==> src/rtl/pc_seq_pkg.sv <==
// pc_seq_pkg: shared widths, reset/vector defaults and SEQ_state encodings
// for the program-counter sequencer. Revision: 1.0
`default_nettype none

package pc_seq_pkg;

  localparam int         SEQ_PC_W       = 8;
  localparam logic [7:0] SEQ_RESET_PC   = 8'h00;
  localparam logic [7:0] SEQ_EXC_VECTOR = 8'hF0;

  typedef enum logic [1:0] {
    ST_ACTIVE = 2'b00,
    ST_LOAD   = 2'b01,
    ST_HALT   = 2'b10
  } seq_state_e;

  localparam logic [1:0] SEQ_ACTIVE = 2'b00;
  localparam logic [1:0] SEQ_LOAD   = 2'b01;
  localparam logic [1:0] SEQ_HALT   = 2'b10;

endpackage

`default_nettype wire

==> src/rtl/btn_sync.sv <==
// btn_sync: 2-flop synchronizer for an asynchronous button level followed by
// a one-cycle rising-edge pulse. Revision: 1.0
`default_nettype none

module btn_sync (
  input  logic clk_i,
  input  logic rst_i,
  input  logic btn_i,
  output logic pulse_o
);

  logic s1_q;
  logic s2_q;
  logic prev_q;

  always_ff @(posedge clk_i) begin
    if (rst_i) begin
      s1_q   <= 1'b0;
      s2_q   <= 1'b0;
      prev_q <= 1'b0;
    end else begin
      s1_q   <= btn_i;
      s2_q   <= s1_q;
      prev_q <= s2_q;
    end
  end

  assign pulse_o = s2_q & ~prev_q;

endmodule

`default_nettype wire

==> src/rtl/pc_sequencer.sv <==
// pc_sequencer: PC/EPC owner, next-PC select, load/step/run control and
// exception stop or vector (macro SEQ_EXC_VECTOR_EN selects vectoring). Revision: 1.0
`default_nettype none

module pc_sequencer
  import pc_seq_pkg::*;
#(
  parameter int              PC_W       = SEQ_PC_W,
  parameter logic [PC_W-1:0] RESET_PC   = PC_W'(SEQ_RESET_PC),
  parameter logic [PC_W-1:0] EXC_VECTOR = PC_W'(SEQ_EXC_VECTOR)
) (
  input  logic            SYS_clk,
  input  logic            SYS_rst,
  input  logic            SYS_load,
  input  logic [PC_W-1:0] SYS_pc_val,
  input  logic            SYS_step,
  input  logic            SYS_run_mode,
  input  logic            EH_flag,
  input  logic            Jump,
  input  logic            Branch,
  input  logic            Zero,
  input  logic [PC_W-1:0] Imm_branch,
  input  logic [PC_W-1:0] Imm_jump,
  output logic [PC_W-1:0] PC,
  output logic [PC_W-1:0] EPC,
  output logic            Commit_en,
  output logic            EH_led,
  output logic [1:0]      SEQ_state
);

`ifdef SEQ_EXC_VECTOR_EN
  localparam logic VEC_EN = 1'b1;
`else
  localparam logic VEC_EN = 1'b0;
`endif

  localparam logic [PC_W-1:0] PC_ONE = PC_W'(1);

  logic [PC_W-1:0] pc_q, pc_d;
  logic [PC_W-1:0] epc_q, epc_d;
  logic            led_q, led_d;
  logic [1:0]      state_q, state_d;

  logic            load_edge;
  logic            step_edge;
  logic            advance;
  logic [PC_W-1:0] pc_inc;
  logic [PC_W-1:0] next_pc;

  btn_sync u_load_sync (
    .clk_i   (SYS_clk),
    .rst_i   (SYS_rst),
    .btn_i   (SYS_load),
    .pulse_o (load_edge)
  );

  btn_sync u_step_sync (
    .clk_i   (SYS_clk),
    .rst_i   (SYS_rst),
    .btn_i   (SYS_step),
    .pulse_o (step_edge)
  );

  assign pc_inc = pc_q + PC_ONE;

  always_comb begin
    next_pc = pc_inc;
    if (Jump) begin
      next_pc = pc_inc + Imm_jump;
    end else if (Branch && Zero) begin
      next_pc = pc_inc + Imm_branch;
    end
  end

  assign advance   = (state_q == SEQ_ACTIVE) && (SYS_run_mode || step_edge);
  assign Commit_en = advance && !EH_flag;

  always_comb begin
    pc_d    = pc_q;
    epc_d   = epc_q;
    led_d   = led_q;
    state_d = state_q;
    if (load_edge) begin
      pc_d    = SYS_pc_val;
      led_d   = 1'b0;
      state_d = SEQ_LOAD;
    end else if (advance && EH_flag) begin
      epc_d   = pc_q;
      led_d   = 1'b1;
      pc_d    = VEC_EN ? EXC_VECTOR : pc_q;
      state_d = VEC_EN ? SEQ_ACTIVE : SEQ_HALT;
    end else if (advance) begin
      pc_d = next_pc;
    end else if (state_q != SEQ_ACTIVE && state_q != SEQ_HALT) begin
      // LOAD lasts one cycle; the unused encoding also falls back to ACTIVE
      state_d = SEQ_ACTIVE;
    end
  end

  always_ff @(posedge SYS_clk) begin
    if (SYS_rst) begin
      pc_q    <= RESET_PC;
      epc_q   <= '0;
      led_q   <= 1'b0;
      state_q <= SEQ_ACTIVE;
    end else begin
      pc_q    <= pc_d;
      epc_q   <= epc_d;
      led_q   <= led_d;
      state_q <= state_d;
    end
  end

  assign PC        = pc_q;
  assign EPC       = epc_q;
  assign EH_led    = led_q;
  assign SEQ_state = state_q;

endmodule

`default_nettype wire

==> config.mk <==
export PLATFORM = sky130hd
export DESIGN_NAME = pc_sequencer
export DESIGN_NICKNAME = d
export VERILOG_FILES = /design/src/rtl/pc_seq_pkg.sv /design/src/rtl/btn_sync.sv /design/src/rtl/pc_sequencer.sv
export SDC_FILE = /design/constraint.sdc
export NUM_CORES = 1
export LEC_CHECK = 0
export ABC_AREA = 1
export BUFFER_PORTS_ARGS = -buffer_cell sky130_fd_sc_hd__clkbuf_2
export CAP_MARGIN = 10
export CELL_PAD_IN_SITES_DETAIL_PLACEMENT = 0
export CELL_PAD_IN_SITES_GLOBAL_PLACEMENT = 2
export CORE_ASPECT_RATIO = 0.6
export CORE_MARGIN = 2
export CORE_UTILIZATION = 31
export CTS_BUF_LIST = sky130_fd_sc_hd__clkbuf_8
export CTS_CLUSTER_DIAMETER = 60
export DETAILED_ROUTE_END_ITERATION = 16
export PLACE_DENSITY = 0.84
export SYNTH_ARGS = -nofsm -noshare
export SYNTH_HDL_FRONTEND = slang
export SYNTH_SLANG_ARGS = --single-unit
==> constraint.sdc <==
create_clock -name SYS_clk -period 6.2 [get_ports SYS_clk]
set_input_delay 1.86 -clock SYS_clk [delete_from_list [all_inputs] [get_ports SYS_clk]]
set_output_delay 1.86 -clock SYS_clk [all_outputs]
set_load 0.005 [all_outputs]
==> Yosys cells after proc, flatten, opt, wreduce, memory -nomap -nowiden <==
Cells that the tools add are included.
{ "op_classes": {"bitwise_logic": 5, "mul": 0, "n_mux": 9, "n_eq_ne": 4, "n_div": 0, "magnitude_cmp": 0, "shifts": 0, "n_reduce_logical": 17, "add_sub_neg": 3} }
{ "op_table": {"columns": ["cell", "count"], "rows": [
  ["$mux 8", 5],
  ["$add 8x8->8", 2],
  ["$add 8x1->8 const B", 1],
  ["$reduce_and 2->1", 4],
  ["$mux 2", 3],
  ["$reduce_bool 2->1", 3],
  ["$logic_and 1x1->1", 5],
  ["$ne 2x2->1 const B", 2],
  ["$ne 3x2->1 const B", 1],
  ["$not 1->1", 3],
  ["$reduce_bool 3->1", 1],
  ["$and 1x1->1", 2],
  ["$logic_not 2->1", 1],
  ["$ne 2x1->1 const B", 1],
  ["$reduce_or 2->1", 1],
  ["$logic_not 1->1", 1],
  ["$logic_or 1x1->1", 1],
  ["$mux 1", 1]
]} }
{ "word_totals": {"elab_cells": 49, "latch_bits": 0, "ff_bits": 25, "mem_bits_rw": 0, "memories": 0, "mem_bits_ro": 0} }

==> Longest topological paths before layout <==
{ "logic_depth": {"ltp_word": 7, "depth_mapped": 20} }

==> Hierarchy <==
From an unflattened synthesis, not the netlist that was laid out.
{ "unflattened": {"cells_unflattened": 285, "area_unflattened_um2": 1873.0} }
{ "by_module_without_submodules": {"columns": ["mod", "seq_area_each_um2", "instances", "area_each_um2", "cells_per_inst"], "rows": [
  ["pc_sequencer", 380.4, 1, 1700.4, 265],
  ["btn_sync", 60.1, 2, 86.3, 10]
]} }

==> Worst setup path after synthesis <==
OpenSTA, ideal clock, no wires.
{ "synth_path": {"path_type": "input to output", "from": "input port SYS_run_mode", "to": "output port Commit_en", "stages": 4, "setup_slack_ps": 2085, "t_arrival_ps": 2255, "required_ps": 4340, "cell_sequence": "nor2_1 nor3_2 nand2_1 inv_1"} }
{ "synth_between": {"elab_chain_cells": 3} }
{ "synth_lines": {"columns": ["item", "line", "rtl"], "rows": [
  ["start: declaration", "pc_sequencer.sv:17", "input logic SYS_run_mode,"],
  ["$logic_or 1x1->1", "pc_sequencer.sv:75", "assign advance = (state_q == SEQ_ACTIVE) && (SYS_run_mode || step_edge);"],
  ["$logic_and 1x1->1", "pc_sequencer.sv:75", null],
  ["$logic_and 1x1->1", "pc_sequencer.sv:76", "assign Commit_en = advance && !EH_flag;"],
  ["end: declaration", "pc_sequencer.sv:26", "output logic Commit_en,"]
]} }
No other way between the ends.

==> Final worst setup path <==
Same ends and word-level chain as after synthesis.

==> impl_metrics.json <==
{
  "status": "finished clean",
  "initial_utilization_pct": 32.14,
  "io_pins": 53,
  "cts_root_buffer": "clkbuf_8",
  "start_kind": "primary input",
  "post_cts_buffers": 0,
  "num_antenna_cells": 0,
  "globalRouteMet1Util_pct": 26.97,
  "synthFlopType": "dfxtp_1",
  "first_pass_iters": 4,
  "grt_pass1_vias": 1821,
  "crit_required_ns": 4.34,
  "crit_path_frequent_cell": "clkbuf_2",
  "critPathArrivalTime_ns": 2.49,
  "worst_pin_slew_ns": 0.6852,
  "grt_max_degree": 21,
  "synth_compound_area_share_pct": 12.81,
  "nFillCells": 694,
  "rsz0062_at_grt": "false",
  "synthXorXnorAreaFrac_pct": 3.488,
  "path_cells": "clkbuf_2, nor2_1, nor3_2, nand2_1, inv_1, clkbuf_2",
  "syn_nets": 357,
  "row_count": 22,
  "drive_gt1_share_pct": 19.49,
  "numCtsBuffers": 3,
  "p_leak_nw": 1.257,
  "fin_cells": 438,
  "ys_top_cells_by_area": "dfxtp_1 25%, nand2_1 14%, ha_1 11%",
  "dp_hpwl_mm": 4.612,
  "die_w_um": 107.0,
  "hold_path.class": "reg2reg",
  "finalSetupViolCount": 0,
  "clk_pin_slew_ns": 0.08,
  "top_usage_layer": "met1",
  "p_per_area_nw_per_um2": 193.1,
  "clock_latency_ns": 0.27,
  "yosysSeqAreaShare_pct": 25.36,
  "drtAntennaViolNets": 0,
  "synthAdderAreaFrac_pct": 12.81,
  "power_uw": 451.3,
  "slew_violations": 0,
  "via_per_inst": 4.575,
  "synth_top_area_cell": "dfxtp_1",
  "cts.sinks": 25,
  "clock.fmax_ghz": 0.2297,
  "routed-via-count": 2004,
  "wl_mm": 5.472,
  "synth_top_area_share_pct": 25.36,
  "fin_tns_setup_ns": 0,
  "multi_input_area_sq_um": 1254,
  "die-area_sq_um": 7040,
  "cp_slowest_stage_delay_ns": 0.16,
  "relSlewSlack_pct": 54.27,
  "place_inst": 434,
  "netlist_instances": 305,
  "synth.distinct_cells": 30,
  "syn_area_sq_um": 1973,
  "period_share_pct": 70.21,
  "cts_buffer_depth": 2,
  "critPathTopFamily": "simple AND/OR/NAND/NOR gates",
  "synth_common_cells": "73 x nand2_1, 42 x inv_1, 34 x nor2_1",
  "gp_congestion": 0.8437,
  "synth_edf_count": 0,
  "avgSynthCellArea_sq_um": 6.469,
  "grt_use_total_pct": 16.83,
  "hold_buffers": 0,
  "synth_top_family_by_area": "simple AND/OR/NAND/NOR gates",
  "coreArea_sq_um": 6138,
  "grt_util_met3_pct": 4.138,
  "fin_area_sq_um": 2337,
  "critPathKind": "in2out",
  "drtIter0Drc": 105,
  "postSynth.asyncResetShare_pct": 0,
  "regArea_sq_um": 500.5,
  "grt_pass1_wl_mm": 9.156,
  "path_buf_inv": 3,
  "nets": 407,
  "period_needed_ns": 4.353,
  "ys_ff_latch": 25,
  "synthSimpleGateAreaFrac_pct": 34.43,
  "regToRegSetupSlack_ns": 3.60,
  "drc": 0,
  "placed_cell_area_sq_um": 2292,
  "drv_cap": 0,
  "hold_viol_final": 0,
  "synthMuxAreaShare_pct": 0,
  "skew_ns": 0.004199,
  "met2_usage_pct": 22.45,
  "end_kind": "output port",
  "cts_max_level": 1,
  "grt.overflow.total": 0,
  "syn_to_final_growth_pct": 18.45,
  "antenna_found_initial": 0,
  "critPathMaxFanout": 4,
  "yosys_warnings": 0,
  "vdd_drop_max_mv": 0.08711,
  "port_buffers": 52,
  "cts-resized-gates": 0,
  "wire_per_inst_um": 12.49,
  "synth_most_common_cell": "nand2_1",
  "dieHeight_um": 65.80,
  "crit_slowest_cell": "nor3_2",
  "cts_tree": "yes"
}
stage by stage:
step                      hold slack [ns]  util, %  setup slack [ns]
after floorplan                    0.3883        -             2.085
after global routing               0.4179    38.08             1.788
final                              0.4053    38.08             1.847
after detailed placement           0.3953    37.34             1.833
after CTS                          0.4072    38.08             1.829
after global placement             0.3901    37.34             1.847
cell usage in the layout, fill, tap and decap left out:
cell type,netlist,final
nand2_1,73,73
fa_1,2,2
ha_1,17,17
or2_1,1,1
xor2_1,4,4
o21bai_1,2,2
xnor2_1,2,2
nor2_1,34,34
o211ai_1,3,3
nand3b_1,1,1
o311ai_0,2,2
o21ai_0,9,9
a21o_1,1,1
clkbuf_2,0,52
nand2_2,3,3
nor2_2,2,2
inv_1,42,43
o21ai_1,1,1
nor2_4,2,2
nand3_1,33,33
dfxtp_1,25,25
nand3_2,1,1
a21oi_1,28,28
nor3_2,1,1
clkbuf_8,0,3
xor2_2,1,1
nand4_1,4,4
inv_2,4,4
metal layers:
metal | wire, um | part of all wire, %
met5 | 0 | 0
met2 | 1880 | 34
met1 | 3282 | 60
met3 | 275 | 5.0
met4 | 34 | 0.62
registers in the layout, indices dropped and copies added (netlist names):
name / cells
u_load_sync.s1_q: 1
u_load_sync.s2_q: 1
PC: 8
u_step_sync.s2_q: 1
SEQ_state: 2
EPC: 8
u_step_sync.prev_q: 1
u_step_sync.s1_q: 1
EH_led: 1
u_load_sync.prev_q: 1
power breakdown:
group	internal, mW	leakage (nW)	total (mW)	switching [mW]
clock network	0.0443	0.0269	0.0941	0.0498
registers	0.170	0.205	0.181	0.0109
logic	0.0701	1.03	0.176	0.106
cells by family (layout without fill, tap and decap cells):
group,after synthesis,after routing
xor gates and xnor gates,7,7
and+or+nand+nor,155,155
DFF,25,25
adders and majority gates,19,19
AOI/OAI and AO/OA,46,46
buffers and inverters,53,102
cell type report:
class / count / area share [%]
inverters: 46 / 7.388
multi-input cells: 227 / 53.64
well taps: 84 / 4.497
clock inverters: 1 / 0.1606
flip-flops and latches: 25 / 21.41
clock buffers: 3 / 1.767
repair buffers: 52 / 11.13
final timing paths:
check                   start                to  cells past startpoint
min reg2reg  u_load_sync.s1_q  u_load_sync.s2_q                      2
max reg2reg             PC[1]             PC[7]                     17
min          u_load_sync.s1_q  u_load_sync.s2_q                      2
max              SYS_run_mode         Commit_en                      6
worst reg2reg max path: stages, from the launching register on:
cell	delay [ns]
dfxtp_1	0.45
ha_1	0.23
nand2_1	0.09
nor2_1	0.16
inv_1	0.07
o21ai_1	0.19
inv_1	0.10
ha_1	0.34
a21oi_1	0.23
nand2_1	0.08
nor2_1	0.15
inv_1	0.05
nand2_1	0.06
nand3_1	0.07
nand2_1	0.08
nand3_1	0.06
nand2_1	0.06
inv_1	0.03
(Power assumes the default switching activity.)
